**src/rtl/id_ex_reg_pkg.sv**
```systemverilog
// Shared pipeline definitions: datapath widths and the packed EX control bundle.
package id_ex_reg_pkg;

   localparam int unsigned XLEN      = 32;
   localparam int unsigned REG_AW    = 5;
   localparam int unsigned ALUCTR_W  = 4;
   localparam int unsigned ALUBSRC_W = 2;

   typedef struct packed {
      logic                 mem_wr;
      logic                 branch;
      logic                 jump;
      logic                 mem_to_reg;
      logic                 reg_wr;
      logic                 alu_a_src;
      logic [ALUBSRC_W-1:0] alu_b_src;
      logic [ALUCTR_W-1:0]  alu_ctr;
      logic                 mem_read;
   } ctrl_t;

   // All-zero bundle: an instruction that touches nothing.
   localparam ctrl_t CTRL_NOP = '0;

endpackage

```
**src/rtl/id_ex_reg_sat_counter.sv**
```systemverilog
// Saturating event counter with a hold input; stops at all-ones instead of wrapping.
module sat_counter #(
   parameter int unsigned CNT_W = 16
) (
   input  logic             clk,
   input  logic             rst_n,
   input  logic             inc,
   input  logic             hold,
   output logic [CNT_W-1:0] count
);

   localparam logic [CNT_W-1:0] CNT_MAX = '1;

   logic [CNT_W-1:0] count_nxt;

   always_comb begin
      count_nxt = count;
      if (!hold && inc && (count != CNT_MAX)) begin
         count_nxt = count + CNT_W'(1);
      end
   end

   always_ff @(posedge clk or negedge rst_n) begin
      if (!rst_n) begin
         count <= '0;
      end else begin
         count <= count_nxt;
      end
   end

endmodule

```
**src/rtl/id_ex_reg.sv**
```systemverilog
// ID/EX pipeline register with flush/stall/load-use squashing and a bubble counter.
module id_ex_reg
   import id_ex_reg_pkg::*;
#(
   parameter int unsigned XLEN  = id_ex_reg_pkg::XLEN,
   parameter int unsigned CNT_W = 16
) (
   input  logic                 clk,
   input  logic                 rst_n,
   input  logic                 stall,
   input  logic                 flush,
   input  logic                 CLoad_Use,
   input  logic                 valid_ID,
   input  logic                 MemWr_ID,
   input  logic                 Branch_ID,
   input  logic                 Jump_ID,
   input  logic                 MemtoReg_ID,
   input  logic                 RegWr_ID,
   input  logic                 ALUASrc_ID,
   input  logic                 MemRead_ID,
   input  logic [ALUBSRC_W-1:0] ALUBSrc_ID,
   input  logic [ALUCTR_W-1:0]  ALUctr_ID,
   input  logic [XLEN-1:0]      pc_ID,
   input  logic [XLEN-1:0]      busA_ID,
   input  logic [XLEN-1:0]      busB_ID,
   input  logic [XLEN-1:0]      imm_ID,
   input  logic [REG_AW-1:0]    rs1_ID,
   input  logic [REG_AW-1:0]    rs2_ID,
   input  logic [REG_AW-1:0]    rd_ID,
   output logic                 valid_EX,
   output logic                 MemWr_EX,
   output logic                 Branch_EX,
   output logic                 Jump_EX,
   output logic                 MemtoReg_EX,
   output logic                 RegWr_EX,
   output logic                 ALUASrc_EX,
   output logic                 MemRead_EX,
   output logic [ALUBSRC_W-1:0] ALUBSrc_EX,
   output logic [ALUCTR_W-1:0]  ALUctr_EX,
   output logic [XLEN-1:0]      pc_EX,
   output logic [XLEN-1:0]      busA_EX,
   output logic [XLEN-1:0]      busB_EX,
   output logic [XLEN-1:0]      imm_EX,
   output logic [REG_AW-1:0]    rs1_EX,
   output logic [REG_AW-1:0]    rs2_EX,
   output logic [REG_AW-1:0]    rd_EX,
   output logic [CNT_W-1:0]     bubble_cnt
);

   ctrl_t               ctrl_id;
   ctrl_t               ctrl_q,  ctrl_nxt;
   logic                valid_q, valid_nxt;
   logic [XLEN-1:0]     pc_q,    pc_nxt;
   logic [XLEN-1:0]     busa_q,  busa_nxt;
   logic [XLEN-1:0]     busb_q,  busb_nxt;
   logic [XLEN-1:0]     imm_q,   imm_nxt;
   logic [REG_AW-1:0]   rs1_q,   rs1_nxt;
   logic [REG_AW-1:0]   rs2_q,   rs2_nxt;
   logic [REG_AW-1:0]   rd_q,    rd_nxt;
   logic                bubble;
   logic                cnt_hold;

   always_comb begin
      ctrl_id            = CTRL_NOP;
      ctrl_id.mem_wr     = MemWr_ID;
      ctrl_id.branch     = Branch_ID;
      ctrl_id.jump       = Jump_ID;
      ctrl_id.mem_to_reg = MemtoReg_ID;
      ctrl_id.reg_wr     = RegWr_ID;
      ctrl_id.alu_a_src  = ALUASrc_ID;
      ctrl_id.alu_b_src  = ALUBSrc_ID;
      ctrl_id.alu_ctr    = ALUctr_ID;
      ctrl_id.mem_read   = MemRead_ID;
   end

   // Next-state selection: flush squashes, stall holds, otherwise load from ID.
   always_comb begin
      ctrl_nxt  = ctrl_q;
      valid_nxt = valid_q;
      pc_nxt    = pc_q;
      busa_nxt  = busa_q;
      busb_nxt  = busb_q;
      imm_nxt   = imm_q;
      rs1_nxt   = rs1_q;
      rs2_nxt   = rs2_q;
      rd_nxt    = rd_q;
      if (flush) begin
         // rd is cleared so the hazard unit never matches a squashed destination.
         ctrl_nxt  = CTRL_NOP;
         valid_nxt = 1'b0;
         rd_nxt    = '0;
      end else if (!stall) begin
         ctrl_nxt  = CLoad_Use ? CTRL_NOP : ctrl_id;
         valid_nxt = valid_ID & ~CLoad_Use;
         pc_nxt    = pc_ID;
         busa_nxt  = busA_ID;
         busb_nxt  = busB_ID;
         imm_nxt   = imm_ID;
         rs1_nxt   = rs1_ID;
         rs2_nxt   = rs2_ID;
         rd_nxt    = rd_ID;
      end
   end

   always_ff @(posedge clk or negedge rst_n) begin
      if (!rst_n) begin
         ctrl_q  <= CTRL_NOP;
         valid_q <= 1'b0;
         pc_q    <= '0;
         busa_q  <= '0;
         busb_q  <= '0;
         imm_q   <= '0;
         rs1_q   <= '0;
         rs2_q   <= '0;
         rd_q    <= '0;
      end else begin
         ctrl_q  <= ctrl_nxt;
         valid_q <= valid_nxt;
         pc_q    <= pc_nxt;
         busa_q  <= busa_nxt;
         busb_q  <= busb_nxt;
         imm_q   <= imm_nxt;
         rs1_q   <= rs1_nxt;
         rs2_q   <= rs2_nxt;
         rd_q    <= rd_nxt;
      end
   end

   // A bubble is any non-stalled edge that leaves EX invalid.
   assign bubble   = flush | (~stall & (CLoad_Use | ~valid_ID));
   assign cnt_hold = stall & ~flush;

   sat_counter #(
      .CNT_W (CNT_W)
   ) u_bubble_cnt (
      .clk   (clk),
      .rst_n (rst_n),
      .inc   (bubble),
      .hold  (cnt_hold),
      .count (bubble_cnt)
   );

   assign valid_EX    = valid_q;
   assign MemWr_EX    = ctrl_q.mem_wr;
   assign Branch_EX   = ctrl_q.branch;
   assign Jump_EX     = ctrl_q.jump;
   assign MemtoReg_EX = ctrl_q.mem_to_reg;
   assign RegWr_EX    = ctrl_q.reg_wr;
   assign ALUASrc_EX  = ctrl_q.alu_a_src;
   assign MemRead_EX  = ctrl_q.mem_read;
   assign ALUBSrc_EX  = ctrl_q.alu_b_src;
   assign ALUctr_EX   = ctrl_q.alu_ctr;
   assign pc_EX       = pc_q;
   assign busA_EX     = busa_q;
   assign busB_EX     = busb_q;
   assign imm_EX      = imm_q;
   assign rs1_EX      = rs1_q;
   assign rs2_EX      = rs2_q;
   assign rd_EX       = rd_q;

endmodule

```
**config.mk**
```make
export PLATFORM = sky130hd
export DESIGN_NAME = id_ex_reg
export DESIGN_NICKNAME = d
export VERILOG_FILES = /design/src/rtl/id_ex_reg_pkg.sv /design/src/rtl/id_ex_reg_sat_counter.sv /design/src/rtl/id_ex_reg.sv
export SDC_FILE = /design/constraint.sdc
export NUM_CORES = 1
export LEC_CHECK = 0
export CAP_MARGIN = 20
export CORE_MARGIN = 2
export CORE_UTILIZATION = 42
export CTS_CLUSTER_DIAMETER = 80
export CTS_CLUSTER_SIZE = 28
export DETAILED_ROUTE_END_ITERATION = 7
export PLACE_DENSITY_LB_ADDON = 0.3
export SLEW_MARGIN = 20
export SYNTH_ARGS = -nofsm -noshare
export SYNTH_HDL_FRONTEND = slang
export SYNTH_HIERARCHICAL = 1
export SYNTH_SLANG_ARGS = --single-unit
```
**constraint.sdc**
```tcl
create_clock -name clk -period 2.2 [get_ports clk]
set_clock_uncertainty 0.15 [all_clocks]
set_input_delay 0.22 -clock clk [delete_from_list [all_inputs] [get_ports clk]]
set_output_delay 0.22 -clock clk [all_outputs]
set_load 0.01 [all_outputs]
```
======== Word-level counts from Yosys, hierarchy flattened ========
Cells that the tools add are included.
cells by class
  mux-type cells .......................... 7
  reduce and logical (&&, ||, !) cells .... 4
  bitwise operators ....................... 9
  eq/ne operators ......................... 2
  add/sub/neg operators ................... 1
operator list
  cell                   count
  $mux 13                3
  $add 16x1->16 const B  1
  $ne 16x16->1 const B   1
  $mux 5                 2
  $not 1->1              4
  $and 1x1->1            3
  $logic_and 1x1->1      2
  $mux 1                 2
  $ne 2x1->1 const B     1
  $or 1x1->1             2
  $reduce_and 2->1       1
  $logic_not 1->1        1
word-level totals
  flip-flop bits (word level) ............. 173
  bits of input ports ..................... 162

======== Longest topological paths before layout ========
Gate-level depths: netlist of run 1.
  word-level depth ........................ 6
  mapped depth ............................ 7
  mapped depth without buffers ............ 6

======== By module ========
The synthesis of run 1 kept the hierarchy.
modules (own cells, without submodules)
  module       area an instance (um^2)  cells an instance  times used
  id_ex_reg    6407.4                   345                1
  sat_counter  845.8                    74                 1

======== Least setup slack after synthesis of run 1 ========
OpenSTA, ideal clock, no wires.
  path kind ............................... input to register
  from .................................... input port stall
  to ...................................... register u_bubble_cnt.count[9]
  path buffers ............................ 2
  arrival ................................. 1.532 ns
  path slack .............................. 0.439 ns
  stages on the path ...................... 7
  setup time .............................. 0.079 ns
  required time ........................... 1.971 ns
  path through ............................ buf_6 nor2b_2 buf_4 nor2b_2 nand4_2 nor4_1 xor2_1
RTL lines
  element                         RTL line                     text
  from (decl)                     id_ex_reg.sv:10              input logic stall,
  $and 1x1->1                     id_ex_reg.sv:131             assign cnt_hold = stall & ~flush;
  net cnt_hold                    id_ex_reg.sv:61              logic cnt_hold;
  $logic_not 1->1                 id_ex_reg_sat_counter.sv:18  if (!hold && inc && (count != CNT_MAX)) begin
  $logic_and 1x1->1 (2 in a row)  id_ex_reg_sat_counter.sv:18
  to (signal assigned)            id_ex_reg_sat_counter.sv:27  count <= count_nxt;
  to (decl)                       id_ex_reg_sat_counter.sv:9   output logic [CNT_W-1:0] count
The timed path passes the listed nets, and every way through them passes these cells.
A chain may end at the register's enable or synchronous reset.

======== Worst setup path in the final report of run 1 ========
  from .................................... register u_bubble_cnt.count[4]
  to ...................................... output port bubble_cnt[4]
RTL lines
  element    RTL line         text
  to (decl)  id_ex_reg.sv:47  output logic [CNT_W-1:0] bubble_cnt
No word-level cell between the ends.

==> metrics.yaml, run 1 <==
outcome:
  status: "completed"
clocking:
  cts_buffer_depth: 2
  root_buffer: "clkbuf_16"
  cts_htree_levels: 4
  clock_sinks: 173
  clock_latency_ps: 420
  clkTransAtPathRegs_ps: 70
  cts_made_buffers: 17
  tritoncts: "done"
  cts_resized: 0
global_route:
  antenna_found_initial: 0
  grt_pass1_vias: 5242
  use_met3_pct: 7.11
  met1_usage_pct: 24.6
  grt.total_usage_pct: 20.5
  grt_pass1_wl_um: 29000
  grt-busiest-layer: "met2"
  globalRouteMet2Util_pct: 34.3
  grt-ovfl-total: 0
  grt_max_degree: 52
setup_path:
  crit_arrival_ps: 1570
  required_ps: 1830
  setup.worst_path.class: "reg2out"
  critPathLaunchType: "register"
  path_cells: "clkdlybuf4s50_1"
  cp_num_buf_inv: 1
  slowest_stage: "clkdlybuf4s50_1"
  reg2reg_slack_ps: 370
  critPathMaxStageDelay_ps: 630
  critPathCaptureType: "primary output"
  worstPathMaxFanout: 8
  cpLargestDelayFamily: "buffers and inverters"
min_path:
  hold_class: "in2async"
synthesis:
  syn_area_um2: 7250
  synth_seq_cells: 173
  syn_inst: 419
  yosysSeqAreaShare_pct: 59.7
  syn_nets: 582
  synth-warning-count: 6
  synthArstFlopShare_pct: 100
  synth_edf_count: 0
  ys_types: 35
  avgSynthCellArea_um2: 17.3
  ys.flop_type: "dfrtp_1"
place:
  dp_hpwl_um: 14100
  port_buffers: 334
  place_congestion: 0.867
timing:
  post-route-period-util_pct: 88.1
  finalSetupViolations: 0
  period_needed_ps: 1940
  worst_slew_pin_slew_ps: 526
  report.final.slew_viol_count: 0
  hold_violations: 0
  maxSlewHeadroom_pct: 64.9
  rsz0062_at_grt: "no"
  hold_slack_ps: 156
  max_freq_mhz: 516
power_and_ir_drop:
  p_per_area_nw_per_um2: 826
  p_leak_nw: 4.98
  total_power_w: 0.00944
  max-vdd-ir-drop_v: 0.000499
route:
  dr.pass1.iters: 4
  drtIter0Drc: 213
  totalWireLength_um: 18800
  drc: 0
  vias_per_cell: 4.91
  num_vias: 4957
  drtAntennaViolNets: 0
  wl_per_cell_um: 18.6
die:
  die_h_um: 135
  core_area_um2: 17100
  dieArea_um2: 18300
  die_width_um: 135
  io_pins: 335
  start_util_pct: 42.4
  rows: 48
finish:
  fillCellCount: 1213
  drive_gt1_share_pct: 25.8
  syn_to_final_growth_pct: 57.7
  final_nets: 934
  diodes: 0
  register_area_um2: 4330
  multi_input_area_um2: 2620
job:
  cap_violations: 0
sequential cells by signal, indices dropped and copies added, names as in the netlist:
| name | flops |
|---|---|
| busA_EX | 32 |
| busB_EX | 32 |
| imm_EX | 32 |
| pc_EX | 32 |
| u_bubble_cnt/count | 16 |
| rd_EX | 5 |
| rs1_EX | 5 |
| rs2_EX | 5 |
| ALUctr_EX | 4 |
| ALUBSrc_EX | 2 |
| ALUASrc_EX | 1 |
| Branch_EX | 1 |
| Jump_EX | 1 |
| MemRead_EX | 1 |
| MemWr_EX | 1 |
| MemtoReg_EX | 1 |
| RegWr_EX | 1 |
| valid_EX | 1 |
power breakdown:
part	total (W)	internal [W]	leakage (nW)	switching, W
sequential	0.00398	0.00363	2.09	0.000348
combinational	0.00240	0.00158	2.61	0.000822
clock	0.00306	0.00176	0.288	0.00130
total	0.00944	0.00697	4.98	0.00247
Yosys cell counts, types with 2 or more instances:
library cell    n  area [um2]
nor3_1          4        20.0
buf_4           6        45.0
nor2_1          9        33.8
nor2b_2         2        17.5
mux2_2         39         439
nand4_2         2        25.0
a32o_1         13         130
buf_6           3        33.8
nor4_1          3        18.8
mux2i_1         5        50.1
o21ai_0         2        10.0
nor3_2          3        30.0
a21oi_1         2        10.0
xor2_1         12         105
mux2_4        100        1500
nand4_1         5        31.3
nor2b_1         2        12.5
buf_12         11         220
nand2_1         7        26.3
dfrtp_1       173        4330
a41oi_1         2        17.5
area by class of cell:
class                   instances  area share, %
clock buffers                  19           3.96
clock inverters                13           1.30
inverters                       2         0.0656
multi-input cells             224           22.9
flip-flops and latches        173           37.8
well taps                     225           2.46
repair buffers                353           31.5
path summary, 6_finish.rpt:
check	start	endpoint	cells after the start
setup reg to reg	u_bubble_cnt/count[13]	u_bubble_cnt/count[1]	4
min in group clk	pc_ID[24]	pc_EX[24]	2
hold / removal	rst_n	ALUASrc_EX	2
hold reg to reg	RegWr_EX	RegWr_EX	1
setup / recovery	u_bubble_cnt/count[4]	bubble_cnt[4]	1
max in group asynchronous	rst_n	imm_EX[9]	3
cells by family after synthesis:
family / synth area share, %
muxes: 27.4
buffers and inverters: 4.23
and+or+nand+nor: 4.49
adders and majority gates: 0.172
AOI/OAI and AO/OA: 2.54
DFF: 59.7
xor gates and xnor gates: 1.45
cell usage in the layout (no fill, tap or decap), drive strengths merged:
master         synthesis  layout
clkdlybuf4s50          0     333
dfrtp                173     173
mux2                 139     139
clkbuf                 0      19
buf                   20      19
a32o                  13      13
xor2                  12      12
nor2                  10      10
inv                    1       8
nand4                  8       8
nand2                  7       7
nor3                   7       7
mux2i                  5       5
nor4                   4       4
nor2b                  4       4
clkinvlp               0       3
bufinv                 0       2
o21ai                  2       2
a21oi                  2       2
a41oi                  2       2
clkinv                 1       2
or3                    2       2
o21bai                 1       1
a22o                   1       1
dlygate4sd3            0       1
nand3                  1       1
and4b                  1       1
and3                   1       1
nor3b                  1       1
ha                     1       1
per-layer routing:
layer | wire (um) | vias up
li1 | - | 2218
met1 | 7250 | 2485
met2 | 9480 | 227
met3 | 1650 | 27
met4 | 396 | 0
met5 | 0 | -
what timing repair did:
item	CTS	global route
hold buffers	1	0
setup buffers	0	0
endpoints found under the hold margin	46	0
stage by stage:
step           std cells  instance area (um2)  TNS (ps)  setup slack [ps]  utilization, %
4_1_cts             1009                11400         0               247            66.8
6_report            1009                11400         0               261            66.8
3_3_place_gp         976                10800         0              45.3            63.3
3_5_place_dp         976                10800     -65.2             -63.8            63.3
2_1_floorplan        419                 7250         0               439               -
5_1_grt             1009                11400         0               189            66.8
Power figures use the tool's default switching activity.
==> run 2, diff against run 1 <==
Settings changed: CORE_MARGIN 2 to 8, REMOVE_ABC_BUFFERS set to 1.
Clock period 2.2 ns to 1.95 ns, I/O delays scaled along.
==> run 2 against run 1 <==
Compared with the run above: sequential share of layout area down 0.63 points; sequential cell count did not move; clock-buffer cell count is 2 higher; cell count up 1.6%; cell area increased by 1.7%; combinational power is 18% higher; hold slack lost 16 ps; critical endpoint is now bubble_cnt[7]; largest cell class unchanged; largest power group unchanged.
==> metrics.yaml, run 2 (synthesis gave the netlist of run 1 again) <==
clocking:
  root_buffer: "clkbuf_16"
  tritoncts: "done"
  post_cts_buffers: 0  # unchanged
  clkTransAtPathRegs_ps: 60  # about the same
  clock_latency_ps: 410  # about the same
  cts_made_buffers: 17  # unchanged
  cts_htree_levels: 4  # unchanged
  clock_sinks: 173  # unchanged
  cts_buffer_depth: 2  # unchanged
place:
  place_congestion: 0.800  # -7.7%
  port_buffers: 334  # unchanged
  place_inst: 993  # +1.7%
  post-place-ws_ps: -198  # -135 ps
  post_dp_cell_area_um2: 11000  # +1.2%
  dp_hpwl_um: 16700  # +18%
finish:
  fin_cells: 1025  # +1.6%
  register_area_um2: 4330  # about the same
  fin_area_um2: 11600  # +1.7%
  diodes: 0  # unchanged
  fillCellCount: 1229  # +1.3%
  drive_gt1_share_pct: 27.3  # +1.5 points
  final_cell_mix: "clkdlybuf4s50_1, dfrtp_1, mux2_4"
  final_nets: 951  # +1.8%
  final_common_cell: "clkdlybuf4s50_1"
  multi_input_area_um2: 2620  # unchanged
  syn_to_final_growth_pct: 60.5
setup_path:
  cpLargestDelayFamily: "buffers and inverters"
  reg2reg_slack_ps: 150  # -220 ps
  r2r-start: "u_bubble_cnt/count[14]"
  r2r-end: "u_bubble_cnt/count[1]"
  setup.worst_path.class: "reg2out"
  critPathMaxStageDelay_ps: 600  # -30 ps
  worstPathMaxFanout: 8  # unchanged
  startpoint: "u_bubble_cnt/count[7]"
  critPathCaptureType: "primary output"
  crit_arrival_ps: 1510  # -60 ps
  path_cells: "clkdlybuf4s50_1"
  required_ps: 1600  # -230 ps
  r2r_cells: 4  # unchanged
  slowest_stage: "clkdlybuf4s50_1"
  critPathLaunchType: "register"
  cp_num_buf_inv: 1  # unchanged
route:
  drc: 0  # unchanged
  vias_per_cell: 4.84  # -1.5%
  totalWireLength_um: 21200  # +13%
  wl_per_cell_um: 20.7  # +11%
  num_vias: 4962  # +0.10%
  drtIter0Drc: 200  # -6.1%
  dr.pass1.iters: 4  # unchanged
  drtAntennaViolNets: 0  # unchanged
die:
  rows: 48  # unchanged
  die_h_um: 147  # +8.9%
  dieArea_um2: 21700  # +19%
  die_width_um: 147  # +8.9%
  start_util_pct: 42.4  # unchanged
  io_pins: 335  # unchanged
  core_area_um2: 17100  # unchanged
timing:
  rsz0062_at_grt: "no"
  finalSetupViolations: 0  # unchanged
  report.final.slew_viol_count: 0  # unchanged
  post-route-period-util_pct: 95.3
  period_needed_ps: 1860
  hold_violations: 0  # unchanged
  worst_slack_ps: 92.0  # -169 ps
  maxSlewHeadroom_pct: 70.6  # +5.7 points
  max_freq_mhz: 538
  worst_slew_pin_slew_ps: 441  # -85.5 ps
global_route:
  antenna_found_initial: 0  # unchanged
  grt-ovfl-total: 0  # unchanged
  grt_pass1_vias: 5769  # +10%
  grt_pass1_wl_um: 32900  # +14%
  grt_max_degree: 52  # unchanged
  grt.total_usage_pct: 19.4  # -1.1 points
power_and_ir_drop:
  p_leak_nw: 5.10  # +2.4%
  max-vdd-ir-drop_v: 0.000639  # +28%
  p_per_area_nw_per_um2: 957  # +16%
outcome:
  status: "completed"
min_path:
  hold_class: "in2async"
job:
  cap_violations: 0  # unchanged
## run 2: cell types whose count changed in the layout (fill, tap and decap cells not counted), sizes merged
cell,previous run,this run
clkinvlp,3,1
inv,8,2
bufinv,2,6
clkbuf,19,21
clkinv,2,3
buf,19,36
## run 2: metrics by stage
step	utilization [%]	hold WS, ps	setup TNS, ps	total power (W)
6_report	68.0	140	0	0.0111
2_1_floorplan	-	-251	-93420	0.00555
3_5_place_dp	64.0	7.56	-9360	0.00738
5_1_grt	68.0	166	0	0.0116
4_1_cts	68.0	131	0	0.0113
3_3_place_gp	64.0	-0.0257	-5730	0.00729
## run 2: where the power goes
| part | switching [W] | internal [W] |
|---|---|---|
| registers | 0.000391 | 0.00410 |
| logic | 0.000998 | 0.00183 |
| clock network | 0.00135 | 0.00247 |
## run 2: per-layer routing
layer  global-route usage, %  vias to the layer above  wire [um]
met5                       0                        -          0
met4                    7.75                        0        551
met3                    9.14                       34       2260
met2                    32.8                      222      10700
met1                    20.6                     2465       7750
li1                        -                     2241          -
## run 2: worst max path at each step
stage,to,slack (ps),cells after the start
3_3_place_gp,u_bubble_cnt/count[7],-120,7
6_report,bubble_cnt[7],90,1
5_1_grt,bubble_cnt[7],10,1
2_1_floorplan,busA_EX[31],-700,2
3_5_place_dp,u_bubble_cnt/count[7],-200,7
4_1_cts,bubble_cnt[4],5,1
## run 2: timing repair
action                                  4_1_cts  5_1_grt
endpoints found under the hold margin       173        0
endpoints found under the setup margin        0        2
hold buffers                                  1        0
gates resized for setup                       0        2
## run 2: area by class of cell
cell class | instances | area share (%)
clock buffers | 21 | 3.96
multi-input cells | 224 | 22.5
repair buffers | 370 | 32.0
flip-flops and latches | 173 | 37.2
inverters | 2 | 0.0645
well taps | 225 | 2.42
clock inverters | 10 | 1.81
